===== config.mk =====
export PLATFORM = sky130hd
export DESIGN_NAME = flt2int_seq_flat
export DESIGN_NICKNAME = d
export VERILOG_FILES = /design/src/rtl/flt2int_pkg.sv /design/src/rtl/flt2int_seq_if.sv /design/src/rtl/flt2int_round.sv /design/src/rtl/flt2int_seq.sv /design/src/flat_wrapper.sv
export SDC_FILE = /design/constraint.sdc
export NUM_CORES = 1
export LEC_CHECK = 0
export CORE_MARGIN = 4
export CORE_UTILIZATION = 59
export DETAILED_ROUTE_END_ITERATION = 12
export PLACE_DENSITY = 0.81
export SYNTH_ARGS = -nofsm -noshare
export SYNTH_HDL_FRONTEND = slang
export SYNTH_SLANG_ARGS = --single-unit

===== constraint.sdc =====
create_clock -name clk -period 4.55 [get_ports clk]
set_input_delay 1.1375 -clock clk [delete_from_list [all_inputs] [get_ports clk]]
set_output_delay 1.1375 -clock clk [all_outputs]
set_load 0.005 [all_outputs]

===== src/rtl/flt2int_pkg.sv =====
// Shared types for the sequential float-to-int converter.
package flt2int_pkg;

  typedef enum logic [2:0] {
    IDLE     = 3'd0,
    CLASSIFY = 3'd1,
    SHIFT    = 3'd2,
    ROUND    = 3'd3,
    DONE     = 3'd4
  } state_t;

  typedef enum logic [1:0] {
    RND_TRUNC = 2'd0,
    RND_RNE   = 2'd1,
    RND_RHA   = 2'd2
  } rnd_t;

  // Map the raw 2-bit mode input; the unused code 3 behaves as truncate.
  function automatic rnd_t rnd_decode(input logic [1:0] raw);
    rnd_t m;
    case (raw)
      2'd1:    m = RND_RNE;
      2'd2:    m = RND_RHA;
      default: m = RND_TRUNC;
    endcase
    return m;
  endfunction

endpackage


===== src/rtl/flt2int_seq_if.sv =====
// Start/done coprocessor bus of the float-to-int converter.
interface flt2int_seq_if #(
  parameter int EXP_W = 5,
  parameter int MAN_W = 10,
  parameter int INT_W = 16
) ();
  logic                   start;
  logic [1:0]             rnd_mode;
  logic [EXP_W+MAN_W:0]   flt_in;
  logic                   busy;
  logic                   done;
  logic [INT_W-1:0]       int_out;
  logic                   ovf;
  logic                   inexact;

  modport master (output start, rnd_mode, flt_in,
                  input  busy, done, int_out, ovf, inexact);
  modport slave  (input  start, rnd_mode, flt_in,
                  output busy, done, int_out, ovf, inexact);
endinterface


===== src/rtl/flt2int_round.sv =====
// Combinational rounding, range check and sign application.
module flt2int_round
  import flt2int_pkg::*;
#(
  parameter int INT_W = 16,
  parameter int MAG_W = 16
) (
  input  logic [MAG_W-1:0] mag,
  input  logic             guard,
  input  logic             sticky,
  input  logic             sign,
  input  rnd_t             mode,
  output logic [INT_W-1:0] result,
  output logic             ovf,
  output logic             inexact
);
  localparam int SW = MAG_W + 1;

  logic          inc_s;
  logic [SW-1:0] sum_s;
  logic [SW-1:0] limit_s;
  logic [INT_W-1:0] low_s;

  // Rounding increment, wide sum and saturation against the sign's range.
  always_comb begin
    case (mode)
      RND_RNE: inc_s = guard & (sticky | mag[0]);
      RND_RHA: inc_s = guard;
      default: inc_s = 1'b0;
    endcase
    sum_s   = {1'b0, mag} + SW'(inc_s);
    limit_s = (SW'(1) << (INT_W - 1)) - SW'(!sign);
    low_s   = sum_s[INT_W-1:0];
    inexact = guard | sticky;
    if (sum_s > limit_s) begin
      ovf    = 1'b1;
      result = sign ? {1'b1, {(INT_W-1){1'b0}}} : {1'b0, {(INT_W-1){1'b1}}};
    end else begin
      ovf    = 1'b0;
      result = sign ? (~low_s + INT_W'(1)) : low_s;
    end
  end
endmodule


===== src/rtl/flt2int_seq.sv =====
// Sequential float-to-signed-integer converter, one shift bit per cycle.
module flt2int_seq
  import flt2int_pkg::*;
#(
  parameter int EXP_W = 5,
  parameter int MAN_W = 10,
  parameter int INT_W = 16
) (
  input logic          clk,
  input logic          reset,
  flt2int_seq_if.slave bus
);
  localparam int BIAS  = 2**(EXP_W-1) - 1;
  localparam int MAG_W = (INT_W > MAN_W + 1) ? INT_W : MAN_W + 1;
  localparam int CNT_W = $clog2(INT_W + MAN_W + 1);
  localparam int E_W   = ((EXP_W > CNT_W) ? EXP_W : CNT_W) + 2;

  localparam logic signed [E_W-1:0] BIAS_S  = E_W'(BIAS);
  localparam logic signed [E_W-1:0] INTW_S  = E_W'(INT_W);
  localparam logic signed [E_W-1:0] INTW1_S = E_W'(INT_W - 1);
  localparam logic signed [E_W-1:0] MANW_S  = E_W'(MAN_W);
  localparam logic signed [E_W-1:0] M1_S    = E_W'(-1);
  localparam logic [INT_W-1:0] INT_MAX = {1'b0, {(INT_W-1){1'b1}}};
  localparam logic [INT_W-1:0] INT_MIN = {1'b1, {(INT_W-1){1'b0}}};

  state_t             state_r;
  logic               sign_r;
  logic [EXP_W-1:0]   exp_r;
  logic [MAN_W-1:0]   frac_r;
  rnd_t               mode_r;
  logic [MAG_W-1:0]   mag_r;
  logic               guard_r, sticky_r, left_r;
  logic [CNT_W-1:0]   cnt_r;
  logic               spec_r, spec_ovf_r;
  logic [INT_W-1:0]   spec_res_r;
  logic               busy_r, done_r, ovf_r, inexact_r;
  logic [INT_W-1:0]   int_r;

  logic signed [E_W-1:0] e_s, diff_s, ndiff_s;
  logic [CNT_W-1:0]      lcnt_s, rcnt_s;
  logic [MAG_W-1:0]      mag_init_s;
  logic [INT_W-1:0]      sat_s, rnd_res_s;
  logic                  rnd_ovf_s, rnd_inx_s;

  assign e_s        = signed'({2'b00, exp_r}) - BIAS_S;
  assign diff_s     = e_s - MANW_S;
  assign ndiff_s    = MANW_S - e_s;
  assign lcnt_s     = diff_s[CNT_W-1:0];
  assign rcnt_s     = ndiff_s[CNT_W-1:0];
  assign mag_init_s = MAG_W'({(exp_r != '0), frac_r});
  assign sat_s      = sign_r ? INT_MIN : INT_MAX;

  flt2int_round #(.INT_W(INT_W), .MAG_W(MAG_W)) u_round (
    .mag     (mag_r),
    .guard   (guard_r),
    .sticky  (sticky_r),
    .sign    (sign_r),
    .mode    (mode_r),
    .result  (rnd_res_s),
    .ovf     (rnd_ovf_s),
    .inexact (rnd_inx_s)
  );

  // Control FSM with operand latch, shifter and registered outputs.
  // Special results still pass through ROUND so every short path takes the same latency.
  always_ff @(posedge clk or negedge reset) begin
    if (!reset) begin
      state_r    <= IDLE;
      sign_r     <= 1'b0;
      exp_r      <= '0;
      frac_r     <= '0;
      mode_r     <= RND_TRUNC;
      mag_r      <= '0;
      guard_r    <= 1'b0;
      sticky_r   <= 1'b0;
      left_r     <= 1'b0;
      cnt_r      <= '0;
      spec_r     <= 1'b0;
      spec_ovf_r <= 1'b0;
      spec_res_r <= '0;
      busy_r     <= 1'b0;
      done_r     <= 1'b0;
      ovf_r      <= 1'b0;
      inexact_r  <= 1'b0;
      int_r      <= '0;
    end else begin
      done_r <= 1'b0;
      case (state_r)
        IDLE: begin
          if (bus.start) begin
            sign_r  <= bus.flt_in[EXP_W+MAN_W];
            exp_r   <= bus.flt_in[EXP_W+MAN_W-1:MAN_W];
            frac_r  <= bus.flt_in[MAN_W-1:0];
            mode_r  <= rnd_decode(bus.rnd_mode);
            busy_r  <= 1'b1;
            state_r <= CLASSIFY;
          end
        end
        CLASSIFY: begin
          spec_r     <= 1'b0;
          spec_ovf_r <= 1'b1;
          spec_res_r <= sat_s;
          guard_r    <= 1'b0;
          sticky_r   <= 1'b0;
          mag_r      <= mag_init_s;
          if (exp_r == '1) begin
            spec_r     <= 1'b1;
            spec_res_r <= (frac_r != '0) ? INT_MAX : sat_s;
            state_r    <= ROUND;
          end else if (e_s >= INTW_S) begin
            spec_r  <= 1'b1;
            state_r <= ROUND;
          end else if (e_s == INTW1_S) begin
            spec_r <= 1'b1;
            if (sign_r && (frac_r == '0)) begin
              spec_res_r <= INT_MIN;
              spec_ovf_r <= 1'b0;
            end
            state_r <= ROUND;
          end else if ((exp_r == '0) || (e_s < M1_S)) begin
            mag_r    <= '0;
            sticky_r <= |{exp_r, frac_r};
            state_r  <= ROUND;
          end else if (e_s >= MANW_S) begin
            left_r  <= 1'b1;
            cnt_r   <= lcnt_s;
            state_r <= (lcnt_s == '0) ? ROUND : SHIFT;
          end else begin
            left_r  <= 1'b0;
            cnt_r   <= rcnt_s;
            state_r <= (rcnt_s == '0) ? ROUND : SHIFT;
          end
        end
        SHIFT: begin
          if (left_r) begin
            mag_r <= mag_r << 1;
          end else begin
            mag_r    <= mag_r >> 1;
            guard_r  <= mag_r[0];
            sticky_r <= sticky_r | guard_r;
          end
          cnt_r <= cnt_r - CNT_W'(1);
          if (cnt_r <= CNT_W'(1)) begin
            state_r <= ROUND;
          end
        end
        ROUND: begin
          if (spec_r) begin
            int_r     <= spec_res_r;
            ovf_r     <= spec_ovf_r;
            inexact_r <= 1'b0;
          end else begin
            int_r     <= rnd_res_s;
            ovf_r     <= rnd_ovf_s;
            inexact_r <= rnd_inx_s;
          end
          state_r <= DONE;
        end
        DONE: begin
          done_r  <= 1'b1;
          busy_r  <= 1'b0;
          state_r <= IDLE;
        end
        default: state_r <= IDLE;
      endcase
    end
  end

  assign bus.busy    = busy_r;
  assign bus.done    = done_r;
  assign bus.int_out = int_r;
  assign bus.ovf     = ovf_r;
  assign bus.inexact = inexact_r;
endmodule


===== src/flat_wrapper.sv =====
// flat-port wrapper written by rule: the top's interface ports become plain ports
module flt2int_seq_flat import flt2int_pkg::*;
#(
  parameter int EXP_W = 5,
  parameter int MAN_W = 10,
  parameter int INT_W = 16
)
  (clk, reset, bus_start, bus_rnd_mode, bus_flt_in, bus_busy, bus_done, bus_int_out, bus_ovf, bus_inexact);
  flt2int_seq_if #(.EXP_W(EXP_W), .MAN_W(MAN_W), .INT_W(INT_W)) bus_i ();
  input logic clk;
  input logic reset;
  input wire logic [$bits(bus_i.start)-1:0] bus_start;
  input wire logic [$bits(bus_i.rnd_mode)-1:0] bus_rnd_mode;
  input wire logic [$bits(bus_i.flt_in)-1:0] bus_flt_in;
  output wire logic [$bits(bus_i.busy)-1:0] bus_busy;
  output wire logic [$bits(bus_i.done)-1:0] bus_done;
  output wire logic [$bits(bus_i.int_out)-1:0] bus_int_out;
  output wire logic [$bits(bus_i.ovf)-1:0] bus_ovf;
  output wire logic [$bits(bus_i.inexact)-1:0] bus_inexact;
  assign bus_i.start = bus_start;
  assign bus_i.rnd_mode = bus_rnd_mode;
  assign bus_i.flt_in = bus_flt_in;
  assign bus_busy = bus_i.busy;
  assign bus_done = bus_i.done;
  assign bus_int_out = bus_i.int_out;
  assign bus_ovf = bus_i.ovf;
  assign bus_inexact = bus_i.inexact;
  flt2int_seq #(.EXP_W(EXP_W), .MAN_W(MAN_W), .INT_W(INT_W)) u_core (.clk(clk), .reset(reset), .bus(bus_i));
endmodule

# Yosys cells after proc, flatten, opt, wreduce, memory -nomap -nowiden
# Cells that the tools add are included.
[op_classes]
muxes = 55
addsub = 7
n_mul = 0
div_mod_pow = 0
n_shift = 0
reduce_logical = 19
magnitude_cmp = 5
n_eq_ne = 17
bitwise_logic = 8
[ops]
columns = ["operator", "count"]
rows = [
  ["16-bit two-way mux", 13],
  ["16-bit case mux with 2 select lines", 1],
  ["5-bit two-way mux", 5],
  ["1-bit two-way mux", 21],
  ["3-bit two-way mux", 7],
  ["16-bit by 1-bit adder with 17-bit output", 1],
  ["17-bit greater-than comparator", 1],
  ["16-bit by 1-bit subtractor with 17-bit output (first input constant)", 1],
  ["16-bit by 1-bit adder with 16-bit output (second input constant)", 1],
  ["16-bit inverter", 1],
  ["5-bit logical NOT", 3],
  ["15-bit OR reduction", 1],
  ["2-bit inequality test (second input constant)", 6],
  ["3-bit case mux with 4 select lines", 1],
  ["11-bit two-way mux", 1],
  ["10-bit logical NOT", 1],
  ["5-bit case mux with 2 select lines", 1],
  ["5-bit AND reduction", 2],
  ["10-bit nonzero test", 1],
  ["1-bit case mux with 2 select lines", 4],
  ["2-bit AND reduction", 4],
  ["3-bit by 2-bit equality test with 1-bit output (second input constant)", 2],
  ["6-bit by 5-bit equality test with 1-bit output (second input constant)", 1],
  ["6-bit by 5-bit >= comparator with 1-bit output (second input constant)", 1],
  ["other kinds (23)", 30],
]
[totals]
mem_bits_rw = 0
input_bits = 21
regBits = 83
n_memories = 0
romBits = 0
latch_bits = 0
output_inout_bits = 20

# Longest topological paths before layout
# Gate-level depths: netlist of the first run.
[depth]
word_depth = 10
ltp_mapped = 22
ltp_nobuf = 21

# Cells and area by module
# Synthesis of the first run repeated with hierarchy kept, for this count alone.
[hier_totals]
hier_cells = 569
area_unflattened_um2 = 5141.2
[modules_own_cells]
columns = ["module", "area_per_inst_um2", "cells_per_inst", "instances", "seq_area_each_um2"]
rows = [
  ["flt2int_seq", 3608.5, 352, 1, 1726.7],
  ["flt2int_round", 1532.7, 217, 1, 0.0],
]

# Worst setup path after synthesis of the first run
# Ideal clock, no wire load.
[synth_path]
path_kind = "flip-flop to flip-flop"
from = "register u_core.mode_r[1]"
to = "register u_core.int_r[13], in the netlist u_core.bus.int_out[13]"
t_required_ps = 4419
n_path_buf = 1
t_arrival_ps = 3830
path_stages_with_launch = 23
period_less_slack_ps = 3961
setup_slack_ps = 589
setup_time_ps = 131
cell_sequence = "dfrtp_1 inv_1 ha_1 o21a_1 nor2_1 nor3b_1 ha_1 ha_1 nand4_2 nor3_4 nand3_1 xor2_1 inv_1 ha_1 nand3_1 or2_2 a31oi_1 a211o_1 a21oi_4 buf_2 nor3_1 a2111oi_0 nand2_1"
[synth_between]
elab_chain_len = 8
elab_cells_between_ends = 10
classes_between = "2 x add/sub; 1 x order compare; 2 x eq/ne; 4 x mux; 1 x bitwise"
[synth_lines]
columns = ["element", "line_no", "rtl"]
rows = [
  ["start: declaration", "flt2int_seq.sv:30", "rnd_t mode_r;"],
  ["start signal: assignment", "flt2int_seq.sv:94", "mode_r <= rnd_decode(bus.rnd_mode);"],
  ["2-bit equality test / 2-bit by 1-bit equality test with 1-bit output (equally long branches)", "flt2int_round.sv:26", "case (mode)"],
  ["1-bit case mux with 2 select lines *", "flt2int_round.sv:26", ""],
  ["16-bit by 1-bit adder with 17-bit output *", "flt2int_round.sv:31", "sum_s = {1'b0, mag} + SW'(inc_s);"],
  ["16-bit inverter", "flt2int_round.sv:40", "result = sign ? (~low_s + INT_W'(1)) : low_s;"],
  ["16-bit by 1-bit adder with 16-bit output", "flt2int_round.sv:40", ""],
  ["16-bit two-way mux", "flt2int_round.sv:40", ""],
  ["16-bit two-way mux *", "flt2int_round.sv:35", "if (sum_s > limit_s) begin"],
  ["16-bit two-way mux *", "flt2int_seq.sv:148", "if (spec_r) begin"],
  ["end signal: assignment", "flt2int_seq.sv:149", "int_r <= spec_res_r;"],
  ["end signal: assignment", "flt2int_seq.sv:153", "int_r <= rnd_res_s;"],
  ["end: declaration", "flt2int_seq.sv:37", "logic [INT_W-1:0] int_r;"],
]
# Every way passes the cells marked *; elsewhere a longest branch is shown, timed or not.
# A chain may end at the register's enable or synchronous reset.

# Worst setup path after layout of the first run
[layout_path]
from = "register u_core.mode_r[1]"
to = "register u_core.int_r[6], in the netlist u_core.bus.int_out[6]"
# The elaborated chain is that of the path after synthesis.

==> qor.txt, run 1 <==
Class of the tightest hold or removal check: flop to flop
Quantity of I/O buffers inserted on ports: 40
Via count: 4561
Cts-stage hold buffer count: 0
Buffer and inverter count on the worst path: 2
Power density normalized to cell area: 697 mW/mm2
Reg-to-reg setup timing slack: 0.18 ns
Count of state elements after synthesis: 69
Synthesized netlist net count: 630
Final weighted congestion in routability-driven placement: 0.949
Total track usage: 25.2%
Fin crit period: 4.37 ns
Critical R2R Capture: u_core.bus.int_out[6]
Simple-gate portion of the synthesized area: 18.9%
Sequential element share of the synthesized area: 34.0%
Synth Area per Inst: 8.80 um2
Number of maximum-capacitance violations: 0
Die Y-Extent: 101 um
Antenna diodes: 0
Slew at the pin with the worst max-slew slack: 1.02 ns
Fraction of synthesized cell area in xor and xnor cells: 3.90%
Cell repeated most along the worst path: ha_1
Data arrival at the endpoint of the critical path: 4.66 ns
Peak clock frequency supported by timing: 229 MHz
Share of the clock period used by the worst path: 96.1%
Total power after layout: 0.00410 W
First-pass GRT wire length: 20600 um
WHS Endpoint: u_core.bus.inexact
Largest net degree at the start of global routing: 32
Ports: 41
Number of global-route vias before repair: 4274
Launching element type of the critical path: flop
Row count: 33
Final-report hold violation count: 0
Maximum VDD drop: 0.442 mV
Residual DRC: 0
Slowest Stage Delay on Critical Path: 0.39 ns
Initial antenna violation count: 0
Ordered cell list for the critical path: inv_1, ha_1, o21a_1, nor2_1, nor3b_2, ha_1, ha_1, and3_2, nand3_1, xnor2_2, ha_1, a211oi_2, o21bai_1, a211o_1, a211o_1, a21oi_4, buf_4, a21oi_1, a211oi_1, o22a_1
Area added between synthesis and finish: 15.9%
Total core area: 0.00830 mm2
Post-layout net count: 664
Number of levels the H-tree was split into: 3
Routed vias/inst: 6.33
Worst path setup slack after routing: 0.175 ns
Count of cells along the worst register-to-register path: 20
Worst-path maximum fanout: 5
Critical Path Sink Type: flop
Worst skew pair latency: 0.35 ns
Total Wirelength: 12800 um
Number of flops mapped to enable cells by yosys: 0
Critical register-to-register path startpoint: u_core.mode_r[1]
Setup violation total in the final timing report: 0
Overflow left after global routing: 0
First-pass iteration count of the detailed router: 5
Layout filler cell count: 643
Clock tree from TritonCTS: done
Instance count along the most critical hold path: 2
Total clock buffers created by CTS: 9
Total number of clock tree sinks: 69
Worst setup path class: flop to flop
Number of different library cells in the post-synthesis netlist: 70
Clock transition time at the flip-flop clock pins of the worst setup and hold paths: 0.08 ns
Share of cell area taken by muxes after synthesis: 7.64%
Max-Slew Margin vs Limit: 32.0%
ANT nets after route: 0
Static leakage power: 2.53 nW
Clk root buf: clkbuf_8
Share of synthesized cell area in full adder, half adder and majority cells: 7.89%
Summed instance area of the synthesized netlist: 0.00507 mm2
Sum of net half-perimeters after detailed placement: 9160 um
Post-synth ARST share: 100%
Deepest clock path buffer count: 2
Most used flip-flop cell after synthesis: dfrtp_1
Share of final-layout standard cells stronger than drive strength 1: 14.3%
Main combinational cell family by area after synthesis: compound AO/OA/AOI/OAI gates
Die Outline Area: 0.0101 mm2
Required arrival time at the worst endpoint: 4.83 ns
Slowest stage cell on the critical path: dfrtp_1
Horizontal die dimension: 101 um
Gate count of the mapped netlist: 577
Count of warnings emitted by yosys: 0
Critical path depth in cells: 20
Cell family contributing the most delay on the critical path: compound AO/OA/AOI/OAI gates
Run status: finished, final reports clean
Detail-routed net length per standard cell: 17.7 um
Layout Skew: 0.0123 ns
Max Slew Vio Count: 0
Initial core utilization: 61.1%
Area fraction in compound gates after synthesis: 21.7%
Pre-CTS setup slack: -0.0184 ns
Origin of the worst min-delay path: u_core.bus.inexact
Number of design-rule violations left by the first detailed-router iteration: 336
through the flow:
step / TNS (ns) / util, % / hold WS (ns) / instance area, um2 / std cells
2_1_floorplan: 0 / - / 0.443 / 5070 / 577
3_3_place_gp: 0 / 67.0 / 0.460 / 5560 / 700
3_5_place_dp: -0.0184 / 67.0 / 0.466 / 5560 / 700
4_1_cts: 0 / 70.2 / 0.485 / 5830 / 717
5_1_grt: -0.0148 / 70.9 / 0.502 / 5880 / 721
6_report: 0 / 70.9 / 0.484 / 5880 / 721
routing by layer:
layer  vias up  global-route usage [%]  wire length, um
met5         -                       0                0
met4         0                    9.33              378
met3        32                    4.84              607
met2       163                    42.6             6350
met1      2196                    31.9             5430
li1       2170                       -                -
synthesized netlist by cell type, types with 5 or more instances:
master | n | area share, %
nand3_1 | 29 | 2.9
nor3_1 | 9 | 0.89
clkbuf_1 | 22 | 1.6
nand2_1 | 49 | 3.6
buf_2 | 14 | 1.4
and3_1 | 10 | 1.2
dfrtp_1 | 69 | 34
o22a_1 | 5 | 0.86
ha_1 | 32 | 7.9
a211oi_1 | 15 | 2.2
nand4_1 | 11 | 1.4
mux2i_1 | 17 | 3.4
a21oi_1 | 43 | 4.2
nor2_1 | 34 | 2.5
a31oi_1 | 7 | 0.86
nor4_1 | 5 | 0.62
xnor2_1 | 11 | 1.9
xor2_1 | 6 | 1.0
o21ai_0 | 52 | 5.1
mux2_2 | 18 | 4.0
inv_1 | 30 | 2.2
cell usage in the layout, fill, tap and decap left out, drive strengths merged, types with 4 or more instances in the layout:
cell type	synthesis	routed
clkdlybuf4s50	0	39
nand4	12	12
o22a	5	5
nor2	35	35
mux2	19	19
o31ai	4	4
buf	18	23
or2	4	4
nor3	11	11
xor2	9	9
nand2b	4	4
nand3b	4	4
nor4	6	6
a31oi	7	7
nand3	30	30
a21oi	44	45
o21a	4	4
and3	10	10
inv	30	30
clkbuf	22	11
a211oi	16	16
xnor2	11	11
nand2	49	49
o21ai	56	56
dfrtp	69	69
a32o	4	4
mux2i	17	17
nor3b	4	4
ha	32	32
worst max-delay path by stage:
stage | start | endpoint | slack [ns]
after floorplan | u_core.mode_r[1] | u_core.bus.int_out[13] | 0.59
after global placement | u_core.mode_r[1] | u_core.bus.int_out[13] | 0.21
after detailed placement | u_core.mode_r[1] | u_core.bus.int_out[13] | -0.02
after CTS | u_core.mode_r[1] | u_core.bus.int_out[13] | 0.05
after global routing | u_core.mode_r[1] | u_core.bus.int_out[13] | -0.01
final | u_core.mode_r[1] | u_core.bus.int_out[6] | 0.18
cell type report:
type | instances | area, um2 | area share [%]
Inverter | 32 | 120 | 2.04
Tap cell | 105 | 131 | 2.23
Timing Repair Buffer | 62 | 561 | 9.53
Clock inverter | 5 | 106 | 1.81
Multi-Input combinational cell | 437 | 3090 | 52.5
Clock buffer | 11 | 151 | 2.57
Sequential cell | 69 | 1730 | 29.4
flip-flops by register name, indices dropped and copies added, names as in the netlist:
register            cells
u_core.mode_r           2
u_core.cnt_r            5
u_core.mag_r           16
u_core.sign_r           1
u_core.sticky_r         1
u_core.state_r          3
u_core.exp_r            5
u_core.left_r           1
u_core.spec_ovf_r       1
u_core.bus.int_out     16
u_core.spec_res_r       2
u_core.bus.ovf          1
u_core.frac_r          10
u_core.spec_r           1
u_core.guard_r          1
u_core.bus.inexact      1
u_core.bus.busy         1
u_core.bus.done         1
timing repair:
item / CTS / global route
resized for setup: 0 / 5
pin swaps: 1 / 4
endpoints found under the setup margin: 3 / 17
buffers inserted: 1 / 3
cloned: 0 / 1
endpoints found under the hold margin: 0 / 0
power breakdown:
group          switching, W  internal [W]  leakage [nW]  total (W)
sequential         0.000425      0.000875         0.846    0.00130
clock              0.000255      0.000395         0.126   0.000651
combinational       0.00117      0.000980          1.56    0.00215
cells by family after synthesis:
family	after synthesis
AOI/OAI and AO/OA	165
xor gates and xnor gates	20
adders and majority gates	32
buffers and inverters	72
DFF	69
muxes	36
and+or+nand+nor	183
worst min-delay path: cells and delay by family, from the launching register on:
family	cells	cell delay [ns]
AO/OA/AOI/OAI	1	0.05
AND/OR/NAND/NOR	1	0.05
flip-flops	1	0.35
Note: power is estimated with default switching activity, not from simulation.
==> run 2: changes to the inputs <==
- CORE_UTILIZATION: 59 -> 63
- CTS_BUF_LIST: default -> sky130_fd_sc_hd__clkbuf_8 sky130_fd_sc_hd__clkbuf_16
- DONT_BUFFER_PORTS: default -> 1
- PLACE_DENSITY: 0.81 -> 0.79
- SETUP_SLACK_MARGIN: default -> 0.2
==> run 2 against run 1 <==
- register-to-register slack better by 0.13 ns
- final area fell by 6.2%
- worst hold slack lost 0.0032 ns
- sequential share of layout area rose by 1.9 points
- flip-flop and latch count did not move
- largest cell class unchanged
==> qor.txt, run 2 (same netlist as run 1, synthesis figures left out) <==
Run status: finished, final reports clean
Quantity of I/O buffers inserted on ports: 0
Clock transition time at the flip-flop clock pins of the worst setup and hold paths: 0.08 ns
Peak clock frequency supported by timing: 235 MHz
Number of global-route vias before repair: 4227
Sum of net half-perimeters after detailed placement: 8830 um
ANT nets after route: 0
Total track usage: 25.8%
Share of final-layout standard cells stronger than drive strength 1: 16.7%
RSZ-0062 raised after global routing: no
Sum of met3 wire segment lengths after detailed routing: 714 um
First-pass GRT wire length: 20400 um
Number of design-rule violations left by the first detailed-router iteration: 260
Final Hold Slack: 0.481 ns
Critical Path Sink Type: flop
Deepest clock path buffer count: 2
Class of the tightest hold or removal check: primary input to async pin
Die Y-Extent: 97.8 um
Die Outline Area: 0.00956 mm2
Antenna diodes: 0
Residual DRC: 0
Routed vias/inst: 6.58
Row count: 32
Required arrival time at the worst endpoint: 4.79 ns
Post-layout net count: 622
Pre-CTS setup slack: 0.127 ns
Final weighted congestion in routability-driven placement: 0.929
Data arrival at the endpoint of the critical path: 4.48 ns
Area added between synthesis and finish: 8.73%
Number of levels the H-tree was split into: 3
Total power after layout: 0.00383 W
Commonest cells after routing, fill and taps aside: 69 x dfrtp_1, 52 x o21ai_0, 49 x nand2_1
Uppermost routed layer: met4
Wire length on met1: 5290 um
Layout Skew: 0.00957 ns
Max-Slew Margin vs Limit: 41.0%
Clk root buf: clkbuf_8
Final instance area: 0.00552 mm2
Sum of negative setup slack: 0 ns
Number of maximum-capacitance violations: 0
Leading cell type in the layout, fill and taps excluded: dfrtp_1
Largest net degree at the start of global routing: 70
Share of the clock period used by the worst path: 93.4%
First-pass iteration count of the detailed router: 6
Total Wirelength: 12700 um
Total clock buffers created by CTS: 9
Post-Place Cell Area: 0.00512 mm2
Initial antenna violation count: 0
Total number of clock tree sinks: 69
Worst setup path class: flop to flop
Fin crit period: 4.25 ns
Worst-path maximum fanout: 6
Ports: 41
Total core area: 0.00777 mm2
Launching element type of the critical path: flop
Setup violation total in the final timing report: 0
Static leakage power: 2.36 nW
Routed met2 length: 6270 um
Worst path setup slack after routing: 0.301 ns
Overflow left after global routing: 0
Initial core utilization: 65.3%
Slew at the pin with the worst max-slew slack: 0.886 ns
Power density normalized to cell area: 695 mW/mm2
Detail-routed net length per standard cell: 18.8 um
Via count: 4447
Cts-stage hold buffer count: 0
Final-report hold violation count: 0
Horizontal die dimension: 97.8 um
Maximum VDD drop: 0.535 mV
Clock tree from TritonCTS: done
Max Slew Vio Count: 0
Worst skew pair latency: 0.34 ns
## run 2: cell count changes in the layout (fill, tap and decap cells not counted), moves of 2 or more
cell             before  now
buf_4                22   19
bufinv_16             3    1
clkdlybuf4s50_1      39    0
ha_1                 32   29
ha_2                  0    2
xnor2_1              10    7
xnor2_2               1    4
## run 2: per-stage QoR
step	util [%]	cells
floorplan	-	577
global placement	65.9	651
detailed placement	65.9	651
CTS	69.0	671
global route	71.0	676
finish	71.0	676
## run 2: what timing repair did
item	in CTS	in global routing
pin swaps	2	8
setup buffers	4	4
gates resized for setup	0	22
endpoints found under the setup margin	9	17
cloned	0	1
## run 2: layer usage
metal  vias up  track usage, %
met4         0            12.7
met1      2134            33.5
met3        43            4.57
met5         -               0
met2       185            41.9
li1       2085               -
## run 2: layout make-up
cell class / count / area, um2
Multi-Input combinational cell: 437 / 3180
Fill cell: 570 / 2250
Clock inverter: 5 / 58.8
Sequential cell: 69 / 1730
Timing Repair Buffer: 20 / 158
Inverter: 32 / 120
Tap cell: 102 / 128
Clock buffer: 11 / 151
## run 2: worst paths after layout
| check | start | depth (start not counted) | endpoint | slack (ns) |
|---|---|---|---|---|
| max reg2reg | u_core.mode_r[1] | 21 | u_core.bus.int_out[7] | 0.30 |
| min in group clk | u_core.spec_res_r[15] | 1 | u_core.spec_res_r[15] | 0.48 |
| min reg2reg | u_core.spec_res_r[15] | 1 | u_core.spec_res_r[15] | 0.48 |
| max in group asynchronous | reset | 0 | u_core.bus.int_out[4] | 3.94 |
| max | u_core.mode_r[1] | 21 | u_core.bus.int_out[7] | 0.30 |
| min | reset | 0 | u_core.mag_r[7] | 0.48 |
## run 2: report_power, final
part	total (W)	switching (W)	internal [W]
clock network	0.000526	0.000243	0.000283
registers	0.00132	0.000439	0.000876
logic	0.00199	0.00114	0.000850
## run 2: worst max-delay path, stage by stage, from the launching register on
cell	delay, ns
dfrtp_1	0.39
inv_1	0.09
ha_1	0.15
o21a_1	0.11
nor2_1	0.04
nor3b_2	0.22
ha_2	0.25
nand3_2	0.11
nor2_4	0.19
buf_4	0.16
and3_1	0.18
xnor2_1	0.29
inv_1	0.11
ha_1	0.20
a21oi_1	0.15
or2_2	0.12
a31oi_1	0.08
a211o_1	0.33
a21oi_4	0.30
a21oi_1	0.10
or3_1	0.33
a32o_1	0.26
